[config.mk]
export PLATFORM = sky130hd
export DESIGN_NAME = mac_dot_seq
export DESIGN_NICKNAME = d
export VERILOG_FILES = /design/src/rtl/mac_dot_seq.sv
export SDC_FILE = /design/constraint.sdc
export NUM_CORES = 1
export LEC_CHECK = 0
export CORE_MARGIN = 4
export CORE_UTILIZATION = 45
export CTS_CLUSTER_SIZE = 14
export DETAILED_ROUTE_END_ITERATION = 7
export HOLD_SLACK_MARGIN = 0.08
export PLACE_DENSITY = 0.75
export SYNTH_ARGS = -nofsm -noshare
export SYNTH_HDL_FRONTEND = slang
export SYNTH_SLANG_ARGS = --single-unit
[constraint.sdc]
create_clock -name clk -period 5.3 [get_ports clk]
set_input_delay 0.53 -clock clk [delete_from_list [all_inputs] [get_ports clk]]
set_output_delay 0.53 -clock clk [all_outputs]
set_load 0.02 [all_outputs]
[src/rtl/mac_dot_seq.sv]
// Dot-product sequencer: a start request clears the MAC, streams len operand reads, then captures Cout.
// Optional abort input enabled by defining MAC_DOT_SEQ_ABORT_EN.
module mac_dot_seq #(
    parameter int DATA_WIDTH = 8,
    parameter int ADDR_W     = 8,
    parameter int LEN_W      = 9
) (
    input  logic                    clk,
    input  logic                    rst_n,
`ifdef MAC_DOT_SEQ_ABORT_EN
    input  logic                    abort,
`endif
    input  logic                    start,
    input  logic [ADDR_W-1:0]       base_addr,
    input  logic [LEN_W-1:0]        len,
    output logic                    busy,
    output logic                    done,
    output logic                    rd_en,
    output logic [ADDR_W-1:0]       rd_addr,
    output logic                    mac_clr,
    output logic                    mac_en,
    input  logic [DATA_WIDTH*3-1:0] mac_cout,
    output logic [DATA_WIDTH*3-1:0] result
);

    // Handshake: start is a level request accepted only in IDLE; done pulses for one cycle
    // and result is valid from that cycle until the next done.
    typedef enum logic [2:0] {
        S_IDLE  = 3'd0,
        S_CLEAR = 3'd1,
        S_RUN   = 3'd2,
        S_DRAIN = 3'd3,
        S_DONE  = 3'd4
    } state_e;

    state_e                  state_q, state_d;
    logic                    phase_q, phase_d;
    logic [ADDR_W-1:0]       base_q, base_d;
    logic [LEN_W-1:0]        len_q, len_d;
    logic [LEN_W-1:0]        remain_q, remain_d;
    logic [ADDR_W-1:0]       rd_addr_q, rd_addr_d;
    logic                    rd_en_q, rd_en_d;
    logic                    mac_clr_q, mac_clr_d;
    logic                    mac_en_q, mac_en_d;
    logic                    busy_q, busy_d;
    logic                    done_q, done_d;
    logic [DATA_WIDTH*3-1:0] result_q, result_d;
    logic                    abort_req;

`ifdef MAC_DOT_SEQ_ABORT_EN
    assign abort_req = abort;
`else
    assign abort_req = 1'b0;
`endif

    always_comb begin
        state_d   = state_q;
        phase_d   = phase_q;
        base_d    = base_q;
        len_d     = len_q;
        remain_d  = remain_q;
        rd_addr_d = rd_addr_q;
        rd_en_d   = 1'b0;
        mac_clr_d = 1'b0;
        // Buffers have one cycle of read latency, so En trails the read strobe by one cycle.
        mac_en_d  = rd_en_q;
        done_d    = 1'b0;
        result_d  = result_q;

        case (state_q)
            S_IDLE: begin
                if (start) begin
                    base_d    = base_addr;
                    len_d     = len;
                    mac_clr_d = 1'b1;
                    state_d   = S_CLEAR;
                end
            end
            S_CLEAR: begin
                if (len_q == '0) begin
                    result_d = '0;
                    done_d   = 1'b1;
                    state_d  = S_DONE;
                end else begin
                    rd_en_d   = 1'b1;
                    rd_addr_d = base_q;
                    remain_d  = len_q - LEN_W'(1);
                    state_d   = S_RUN;
                end
            end
            S_RUN: begin
                if (remain_q == '0) begin
                    phase_d = 1'b0;
                    state_d = S_DRAIN;
                end else begin
                    rd_en_d   = 1'b1;
                    rd_addr_d = rd_addr_q + ADDR_W'(1);
                    remain_d  = remain_q - LEN_W'(1);
                end
            end
            S_DRAIN: begin
                // Second drain cycle: the MAC has absorbed the final product.
                if (!phase_q) begin
                    phase_d = 1'b1;
                end else begin
                    result_d = mac_cout;
                    done_d   = 1'b1;
                    state_d  = S_DONE;
                end
            end
            S_DONE: begin
                state_d = S_IDLE;
            end
            default: begin
                state_d = S_IDLE;
            end
        endcase

        if (abort_req && state_q != S_IDLE) begin
            state_d   = S_IDLE;
            rd_en_d   = 1'b0;
            mac_en_d  = 1'b0;
            mac_clr_d = 1'b0;
            done_d    = 1'b0;
            result_d  = result_q;
        end

        busy_d = (state_d != S_IDLE);
    end

    always_ff @(posedge clk) begin
        if (!rst_n) begin
            state_q   <= S_IDLE;
            phase_q   <= 1'b0;
            base_q    <= '0;
            len_q     <= '0;
            remain_q  <= '0;
            rd_addr_q <= '0;
            rd_en_q   <= 1'b0;
            mac_clr_q <= 1'b0;
            mac_en_q  <= 1'b0;
            busy_q    <= 1'b0;
            done_q    <= 1'b0;
            result_q  <= '0;
        end else begin
            state_q   <= state_d;
            phase_q   <= phase_d;
            base_q    <= base_d;
            len_q     <= len_d;
            remain_q  <= remain_d;
            rd_addr_q <= rd_addr_d;
            rd_en_q   <= rd_en_d;
            mac_clr_q <= mac_clr_d;
            mac_en_q  <= mac_en_d;
            busy_q    <= busy_d;
            done_q    <= done_d;
            result_q  <= result_d;
        end
    end

    assign busy    = busy_q;
    assign done    = done_q;
    assign rd_en   = rd_en_q;
    assign rd_addr = rd_addr_q;
    assign mac_clr = mac_clr_q;
    assign mac_en  = mac_en_q;
    assign result  = result_q;

endmodule

# Word level (Yosys, flattened, before mapping)
# Index checks and enable logic that the tools add are counted.
[totals]
romBits = 0
latch_bits = 0
out_inout_bits = 37
n_memories = 0
word_cells = 58
ram_bits = 0
regBits = 67
inputBits = 44
[op_classes]
n_div = 0
n_mux = 23
mul = 0
n_addsub = 3
eq_ne = 8
magnitude_cmp = 0
reduce_logical = 12
shift = 0
n_bitwise = 0
[ops]
columns = ["operator", "n"]
rows = [
  ["$mux 24", 2],
  ["$pmux 24 s2", 1],
  ["$logic_not 9->1", 2],
  ["$mux 9", 2],
  ["$pmux 9 s2", 1],
  ["$sub 9x1->9 const B", 2],
  ["$mux 8", 2],
  ["$pmux 8 s2", 1],
  ["$mux 3", 4],
  ["$pmux 3 s4", 1],
  ["$ne 2x2->1 const B", 5],
  ["$add 8x1->8 const B", 1],
  ["$eq 3x2->1 const B", 2],
  ["$mux 1", 6],
  ["$pmux 1 s2", 3],
  ["$reduce_and 2->1", 3],
  ["$reduce_and 3->1", 2],
  ["$reduce_bool 2->1", 3],
  ["$eq 3x1->1 const B", 1],
  ["$logic_not 3->1", 1],
  ["$reduce_bool 3->1", 1],
]

# Logic depth before layout (Yosys ltp)
[depth]
word_depth = 4
depth_mapped = 11
ltp_nobuf = 8

# Least setup slack after synthesis
# OpenSTA, ideal clock, no wires.
[synth_timing]
path_type = "reg-to-reg"
from = "register state_q[1]"
to = "register remain_q[8]"
path_buffers = 3
setup_ps = 59
setup_slack_ps = 2583
period_less_slack_ps = 2717
required_ps = 5241
arrival_time_ps = 2657
stages_incl_launch_ff = 12
cell_sequence = "dfxtp_1 -> buf_4 -> or3b_1 -> buf_2 -> clkbuf_1 -> mux2i_1 -> ha_1 -> or3b_2 -> nor3_1 -> a31oi_1 -> a2111oi_1 -> o31a_1"
[synth_via]
elab_chain_len = 3
elab_cells_between_ends = 7
cone_classes = "eq/ne (4); mux (1); reduce/logical (2)"
[synth_rtl]
columns = ["element", "line", "source"]
rows = [
  ["from (decl)", "36", "state_e state_q, state_d;"],
  ["from (signal assigned)", "146", "state_q <= state_d;"],
  ["$eq 3x2->1 or $eq 3x1->1 (tied branches)", "70", "case (state_q)"],
  ["$ne 2x2->1 (no line) or $reduce_bool 2->1 (tied branches)", "-", ""],
  ["$reduce_and 3->1 (no line)", "-", ""],
  ["to (signal assigned)", "150", "remain_q <= remain_d;"],
  ["to (decl)", "40", "logic [LEN_W-1:0] remain_q, remain_d;"],
]
# Parallel ways exist; a longest one is shown, timed or not.
# A chain may end at the register's enable or synchronous reset.

# Worst setup path after layout
[layout_timing]
from = "register state_q[2]"
to = "register remain_q[8]"
# The elaborated chain is that of the path after synthesis.

==> reports/metrics.csv <==
metric,value,unit
vias in the first global route,2642,
clk slew on worst S/H paths,0.07,ns
VDD IR max,0.000171,V
Final Setup Violations,0,
# resized after CTS,0,
Synth Register Bits,67,
total of max-cap violations,0,
Iter 0 DRT Violations,184,
status,"finished, final reports clean",
Mapped Cells,358,
cell total after placement,490,
Clock H-tree levels,3,
CTS Hold Bufs,0,
register area share after synthesis,43.7,%
kind of critical path,flip-flop to flip-flop,
Pre-antenna DRT Iters,4,
complex-gate fraction of the synthesized area,23.9,%
area grow syn2layout,32.5,%
Longest Clk Path Bufs,2,
Initial Util,47.3,%
DR WL/cell,15.0,um
GPL Wtd Cong,0.828,
core area,6490,um^2
clock latency at the later pin of the worst-skew pair,0.35,ns
asr flop ratio synth,0,%
Lkg Pwr,1.47,nW
XOR/XNOR Fraction of Synth Area,0.285,%
Yosys Warn Count,0,
cts bufs inserted,9,
Synth cell types,54,
leading area contributor after synthesis,dfxtp_1,
final hold slack,0.468,ns
die span in x,90.6,um
Finished Layout Cells,506,
Pwr Density,347,nW/um^2
Post-DP HPWL,5.31,mm
I/O pin count,81,
RSZ-0062 raised after global routing,no,
Post-Synth Simple-Gate Area,25.4,%
slew margin rel.,16.3,%
Final Slew Violations,0,
most frequent cell after synthesis,dfxtp_1,
post-synth top area share,43.7,%
crit start category,flip-flop,
Die Ht,90.6,um
Inserted Diodes,0,
post-route minimum period,3.37,ns
share of layout cells above drive strength 1,7.69,%
Slew @ Worst Pin,1.25,ns
Pwr Total,0.00141,W
GRT overflow,0,
Final nets,470,
"EDFF count, synth",0,
Residual DRC,0,
Worst Hold Class,flip-flop to flip-flop,
synth cell count leaders,"67 x dfxtp_1, 64 x nand2_1, 32 x nor2b_1",
syn_nets,404,
Synth area leaders,"dfxtp_1 44%, nand2_1 7.8%, nor2b_1 6.5%",
"Max FO, Critical Path",27,
Worst EP required,5.59,ns
GRT Total Usage,18.7,%
row count,29,
first-pass GRT wire length,12.8,mm
Via density,5.51,
Post-Synth Adder-Cell Area,0.815,%
Die Area,8210,um^2
CTS tree,built,
largest family of logic cells by synthesized area,simple AND/OR/NAND/NOR gates,
Final Cycle Share,63.5,%
clock skew,0.0152,ns
Clock Sinks,67,
DRT antenna net count,0,
Setup TNS Final,0,ns
Worst setup EP type,flip-flop,
DR vias,2787,
multiplexer area fraction after synthesis,1.35,%
WL final,7.57,mm
Achievable Freq,297,MHz
Post-CTS Setup Inserts,0,
Avg Inst Size Synth,8.57,um^2
port buffer count,80,
Critical Path AT,3.66,ns
"Hold Vio Cnt, Final",0,
Synth Cell Area,3070,um^2
Post-synth top flop,dfxtp_1,
number of antenna violations at the first check in global routing,0,
clock root buffer,clkbuf_8,
pin count of the biggest net entering global routing,57,
## worst paths after layout
check                                start           to  slack [ns]  cells after the start
worst max-delay path            state_q[2]  remain_q[8]        1.93                      8
worst min-delay path             base_q[4]    base_q[4]        0.47                      2
worst max register to register  state_q[2]  remain_q[8]        1.93                      8
worst min register to register   base_q[4]    base_q[4]        0.47                      2
## stage by stage
step	area (um^2)	setup WS, ns	utilization [%]
after floorplan	3070	2.58	-
after global placement	3870	2.18	59.6
after detailed placement	3870	2.06	59.6
after CTS	4070	2.03	62.6
after global routing	4070	1.69	62.6
final	4070	1.93	62.6
## cell families (layout without fill, tap and decap cells)
family	count (synthesis)	in the layout
XOR/XNOR	1	1
flip-flops	67	67
AO/OA/AOI/OAI	101	101
adder cells (fa/ha/maj)	2	2
AND/OR/NAND/NOR	151	151
multiplexers	4	4
buffers and inverters	32	103
## power breakdown
part	internal, W	total, W	switching [W]
registers	0.000551	0.000599	0.0000485
clock network	0.000218	0.000420	0.000202
logic	0.000174	0.000392	0.000218
## sequential cells by signal, indices dropped and copies added (netlist names)
register  cells
done          1
len_q         9
state_q       3
remain_q      9
phase_q       1
mac_clr       1
rd_en         1
rd_addr       8
result       24
mac_en        1
base_q        8
busy          1
## worst max-delay path, cell delays in order (launching register included)
cell and delay, ns:
dfxtp_1 0.57, or3b_1 0.82, mux2i_1 0.31, ha_1 0.27
or3b_2 0.51, nor3_1 0.16, a31oi_1 0.08, a2111oi_1 0.39
o31a_1 0.19
## cell type report
| cell class | count | area [um^2] |
|---|---|---|
| Clock inverter | 6 | 66.3 |
| Clock buffer | 10 | 128 |
| Fill cell | 587 | 2430 |
| Inverter | 4 | 15.0 |
| Sequential cell | 67 | 1340 |
| Multi-Input combinational cell | 259 | 1600 |
| Tap cell | 77 | 96.3 |
| Timing Repair Buffer | 83 | 818 |
## layout by cell type, fill, tap and decap left out, types with 3 or more instances in the layout
master           Yosys  routed
clkinv_4             0       3
and2_1               3       3
nand3_1             14      14
o21ai_0             14      14
a21boi_0            21      21
a21oi_1             11      11
nand2_1             64      64
nor2_1               9       9
inv_1                4       4
a22oi_1             24      24
a31oi_1              3       3
or3_1                3       3
nor3_1               5       5
nor2b_1             32      32
buf_4                1       3
clkbuf_8             0       9
clkdlybuf4s50_1      0      79
dfxtp_1             67      67
mux2i_1              3       3
or2_2                3       3
o31ai_1              5       5
## routing by layer
layer	share of wire, %	global-route usage (%)	up-vias
li1	-	-	1399
met1	45	23.8	1314
met2	48	30.3	64
met3	5.2	4.00	10
met4	1.6	8.42	0
met5	0	0	-
No activity file was read; power rests on OpenSTA's default activity.
==> patch 1 (same settings) <==
The option `MAC_DOT_SEQ_ABORT_EN` is turned on by a define.
--- a/src/rtl/mac_dot_seq.sv
+++ b/src/rtl/mac_dot_seq.sv
@@ -1,5 +1,7 @@
 // Dot-product sequencer: a start request clears the MAC, streams len operand reads, then captures Cout.
 // Optional abort input enabled by defining MAC_DOT_SEQ_ABORT_EN.
+`define MAC_DOT_SEQ_ABORT_EN
+
 module mac_dot_seq #(
     parameter int DATA_WIDTH = 8,
     parameter int ADDR_W     = 8,
Interface: changed (added abort); port bits go from 81 to 82. No check against the original RTL was run, so the function may have changed too.
==> patch 1 against the original RTL <==
  * Cell area down 0.12%
  * Final cell count up 6.1%
  * First-iteration DRC count down 14%
  * Maximum frequency up 17%
  * Setup slack better by 0.49 ns
  * Routed wire length down 2.5%
  * Non-clock buffer count up 1
  * Power up 13%
  * Sequential cell count unchanged
  * Hold slack worse by 0.036 ns
  * Area after synthesis down 2.2%
  * Via count up 2.3%
  * Synthesized cell count up 9.2%
  * Largest power group unchanged
  * Highest routed layer unchanged
==> patch 1: results (changes against the original RTL) <==
Status
  – Outcome: finished clean

Global routing
  – Largest net degree at the start of global routing: 49 (-14%)
  – GRT Util Overall: 19.4% (+0.66 points)
  – Global-route wire length before repair: 12100 µm (-5.1%)
  – Vias in the first global route: 2533 (-4.1%)

Yosys
  – Cell variety after synth: 45 (-17%)
  – Most frequent cells after synthesis: nand2_1, dfxtp_1, a21oi_1
  – Xor/xnor cell area share of the yosys netlist: 0.583% (+0.30 points)
  – Top cells by area, synth: dfxtp_1, nand2_1, a21oi_1, nand3_1, o21ai_1
  – Compound-Gate Fraction of Synth Area: 20.9% (-3.0 points)
  – Syn_nets: 438 (+8.4%)
  – Adder-cell share of the synthesized area: 0.833% (+0.018 points)
  – Mux cell area share after synthesis: 0.667% (-0.68 points)
  – Syn Inst Count: 391 (+9.2%)
  – Sequential element share of the synthesized area: 44.7% (+0.97 points)

Place
  – Setup WS pre-CTS: 2.54 ns (+0.478 ns)
  – Hpwl dp: 5150 µm (-3.1%)
  – Number of cells after detailed placement: 521 (+6.3%)
  – GP Congestion: 0.771 (-6.9%)
  – Placed Area: 3800 µm² (-1.9%)
  – Port Buffers: 81 (+1.3%)

Critical path
  – Max incr delay on CP: 0.55 ns (-0.27 ns)
  – Slowest-stage cell, CP: dfxtp_1
  – Worst-case reg-to-reg path depth: 9 (+1)
  – Crit-path max FO: 19 (-30%)
  – Crit path from: state_q[1]
  – Internal reg-to-reg setup slack: 2.42 ns (+0.49 ns)
  – Arrival time at the worst endpoint: 3.13 ns (-0.53 ns)

Timing
  – Setup Skew: 0.00633 ns (-0.00882 ns)
  – Final hold slack: 0.432 ns (-0.0355 ns)
  – Slew headroom: 19.7% (+3.4 points)
  – Final setup margin: 2.42 ns (+0.489 ns)

Finish
  – Seq/total area: 33.0% (+0.041 points)
  – Multi-input logic area: 1510 µm² (-5.6%)
  – Share of post-route cells with drive strength above 1: 4.78% (-2.9 points)
  – Post-route insts no fill: 537 (+6.1%)
  – Non-CTS inverters: 4 (unchanged)
  – Non-clk buf share: 20.5% (+0.39 points)
  – Comb_multi_in: 289 (+12%)
  – Fillers: 537 (-8.5%)
  – Non-clk bufs: 84 (+1.2%)
  – Layout Nets: 502 (+6.8%)

Drt
  – Initial DRT Pass Iterations: 5 (+1)
  – Final Routed Wirelength: 7380 µm (-2.5%)
  – Initial DRC Count: 158 (-14%)
  – Vias after detailed routing: 2852 (+2.3%)

Pwr
  – Static Leak: 1.38 nW (-6.4%)
  – Sw Share: 31.8% (-1.4 points)

Floorplanning
  – Starting Density: 46.8% (-0.50 points)

Worst hold path
  – Worst Hold Launch: rd_en
  – Hold worst-path end: mac_en

Clocking
  – Max Root-Sink Buffers: 2 (unchanged)
==> patch 1: power by group through the flow <==
stage	clock, mW	combinational [mW]	sequential, mW
6_report	0.564	0.407	0.618
4_1_cts	0.573	0.407	0.616
2_1_floorplan	0	0.294	0.622
3_5_place_dp	0	0.404	0.628
5_1_grt	0.597	0.453	0.625
3_3_place_gp	0	0.398	0.626
==> patch 1: logic make-up (layout without fill, tap and decap cells) <==
kind of cell,Yosys count,in the layout
xor+xnor,2,2
buf+inv,35,104
mux,2,2
compound gates,106,106
fa+ha+maj,2,2
flops,67,67
simple gates,177,177
==> patch 1: tightest hold or removal path, delay by kind of cell (launching register included) <==
| family | cells | cell delay [ns] |
|---|---|---|
| and+or+nand+nor | 1 | 0.03 |
| DFF | 1 | 0.32 |
| buffers and inverters | 1 | 0.05 |
==> patch 1: metal layers <==
layer  wire, µm  global-route usage, %  vias up
met5          0                      0        -
met4        109                   7.44        0
met3        734                   7.66        9
met2       3280                   29.4       94
met1       3250                   24.7     1264
li1           -                      -     1485
==> patch 2 (same flow settings) <==
Made on the original files. Put one more register stage on the output `rd_en`, cleared by the reset. The value now appears one clock later. The other outputs are not delayed to match.
--- a/src/rtl/mac_dot_seq.sv
+++ b/src/rtl/mac_dot_seq.sv
@@ -160,7 +160,13 @@
 
     assign busy    = busy_q;
     assign done    = done_q;
-    assign rd_en   = rd_en_q;
+    always_ff @(posedge clk) begin
+        if (!rst_n) begin
+            rd_en <= '0;
+        end else begin
+            rd_en <= rd_en_q;
+        end
+    end
     assign rd_addr = rd_addr_q;
     assign mac_clr = mac_clr_q;
     assign mac_en  = mac_en_q;
Behaviour: not the same (a bounded check fails within 4 cycles, from zero or initial values and one cycle with rst_n low).
==> patch 2 against the original RTL <==
  * Area after synthesis fell by 3.5%
  * Cell area decreased by 3.8%
  * Setup slack better by 0.61 ns
  * Utilization shrank 1.3 points
  * Synthesized cell count decreased by 8.1%
  * Sequential cell count unchanged
  * First-iteration DRC count is 19% higher
  * Routed wire length fell by 6.1%
  * Hold slack got worse by 0.033 ns
  * Non-clock buffer count stayed put
  * Power is 2.2% lower
==> patch 2: results (changes against the original RTL) <==
Yosys
  – Sequential element share of the synthesized area: 45.3% (+1.6 points)
  – Async S/R FF share, synth: 0% (unchanged)
  – Top cells by area, synth: dfxtp_1, nand2_1, a22o_1, a21oi_1, nor2_1
  – Most frequent cells after synthesis: dfxtp_1, nand2_1, a21oi_1
  – Syn_nets: 375 (-7.2%)
  – Synth Area per Inst: 9.00 µm² (+5.0%)
  – YS warnings: 0 (unchanged)
  – Cell variety after synth: 55 (+1.9%)

Global routing
  – GRT Util Overall: 17.9% (-0.81 points)
  – Largest net degree at the start of global routing: 36 (-37%)
  – Global-route wire length before repair: 11200 µm (-13%)

Finish
  – Share of post-route cells with drive strength above 1: 8.21% (+0.52 points)
  – Layout Nets: 445 (-5.3%)
  – Post-route insts no fill: 479 (-5.3%)
  – Fillers: 581 (-1.0%)

Place
  – Hpwl dp: 4930 µm (-7.3%)
  – Placed Area: 3740 µm² (-3.3%)
  – GP Congestion: 0.832 (+0.45%)
  – Number of cells after detailed placement: 465 (-5.1%)
  – Setup WS pre-CTS: 2.29 ns (+0.230 ns)

Pwr
  – Peak supply drop: 0.000207 V (+21%)
  – Static Leak: 1.39 nW (-5.4%)
  – Sw Share: 33.7% (+0.47 points)

Drt
  – Final Routed Wirelength: 7110 µm (-6.1%)
  – Initial DRC Count: 219 (+19%)
  – Vias after detailed routing: 2646 (-5.1%)

Timing
  – Setup Skew: 0.00851 ns (-0.00664 ns)
  – Slew @ Worst Pin: 1.07 ns (-0.183 ns)
  – Final hold slack: 0.435 ns (-0.0329 ns)
  – Final min period: 2.76 ns (-0.606 ns)

Critical path
  – Slowest-stage cell, CP: nor4b_1
  – Internal reg-to-reg setup slack: 2.54 ns (+0.61 ns)
  – Max incr delay on CP: 0.59 ns (-0.23 ns)
  – Crit-path max FO: 35 (+30%)
  – Arrival time at the worst endpoint: 2.96 ns (-0.70 ns)

Clocking
  – Setup bufs post-CTS: 0 (unchanged)
  – Clock Latency Late Sink: 0.33 ns (-0.02 ns)

Status
  – Outcome: finished clean
-- patch 2: final cells by class --
cell class	count	share of cell area [%]
multi-input cells	236	37.7
clock buffers	12	3.97
well taps	77	2.46
inverters	2	0.192
repair buffers	83	21.0
clock inverters	2	0.320
flip-flops and latches	67	34.3
-- patch 2: logic make-up after synthesis --
family	count (synthesis)	share of synthesized area, %
AO/OA/AOI/OAI	103	24.9
XOR/XNOR	1	0.296
adder cells (fa/ha/maj)	2	0.845
buffers and inverters	26	4.94
flip-flops	67	45.3
multiplexers	4	1.78
AND/OR/NAND/NOR	126	22.0
-- patch 2: path summary, 6_finish.rpt --
| check | cells past startpoint | to | start |
|---|---|---|---|
| max | 8 | remain_q[6] | state_q[1] |
| max reg2reg | 8 | remain_q[6] | state_q[1] |
| min reg2reg | 1 | rd_en | mac_en_d |
| min | 1 | rd_en | mac_en_d |
-- patch 2: routing by layer --
metal  part of all wire (%)  vias up  GRT usage, %
met1                     47     1225          25.8
met2                     46       82          25.9
li1                       -     1331             -
met3                    6.1        8          3.59
met4                    1.1        0          7.71
met5                      0        -             0
-- patch 2: power by group through the flow --
stage / clock network [mW] / registers (mW) / logic (mW)
6_report: 0.363 / 0.610 / 0.409
5_1_grt: 0.398 / 0.616 / 0.453
4_1_cts: 0.374 / 0.609 / 0.407
3_5_place_dp: 0 / 0.620 / 0.405
3_3_place_gp: 0 / 0.618 / 0.398
2_1_floorplan: 0 / 0.613 / 0.309
-- patch 2: critical path: cells and delay by family (launching register included) --
kind                       cells  cell delay [ns]
buffers and inverters          1             0.26
DFF                            1             0.51
AOI/OAI and AO/OA              3             0.39
and+or+nand+nor                2             0.98
adders and majority gates      1             0.25
muxes                          1             0.23
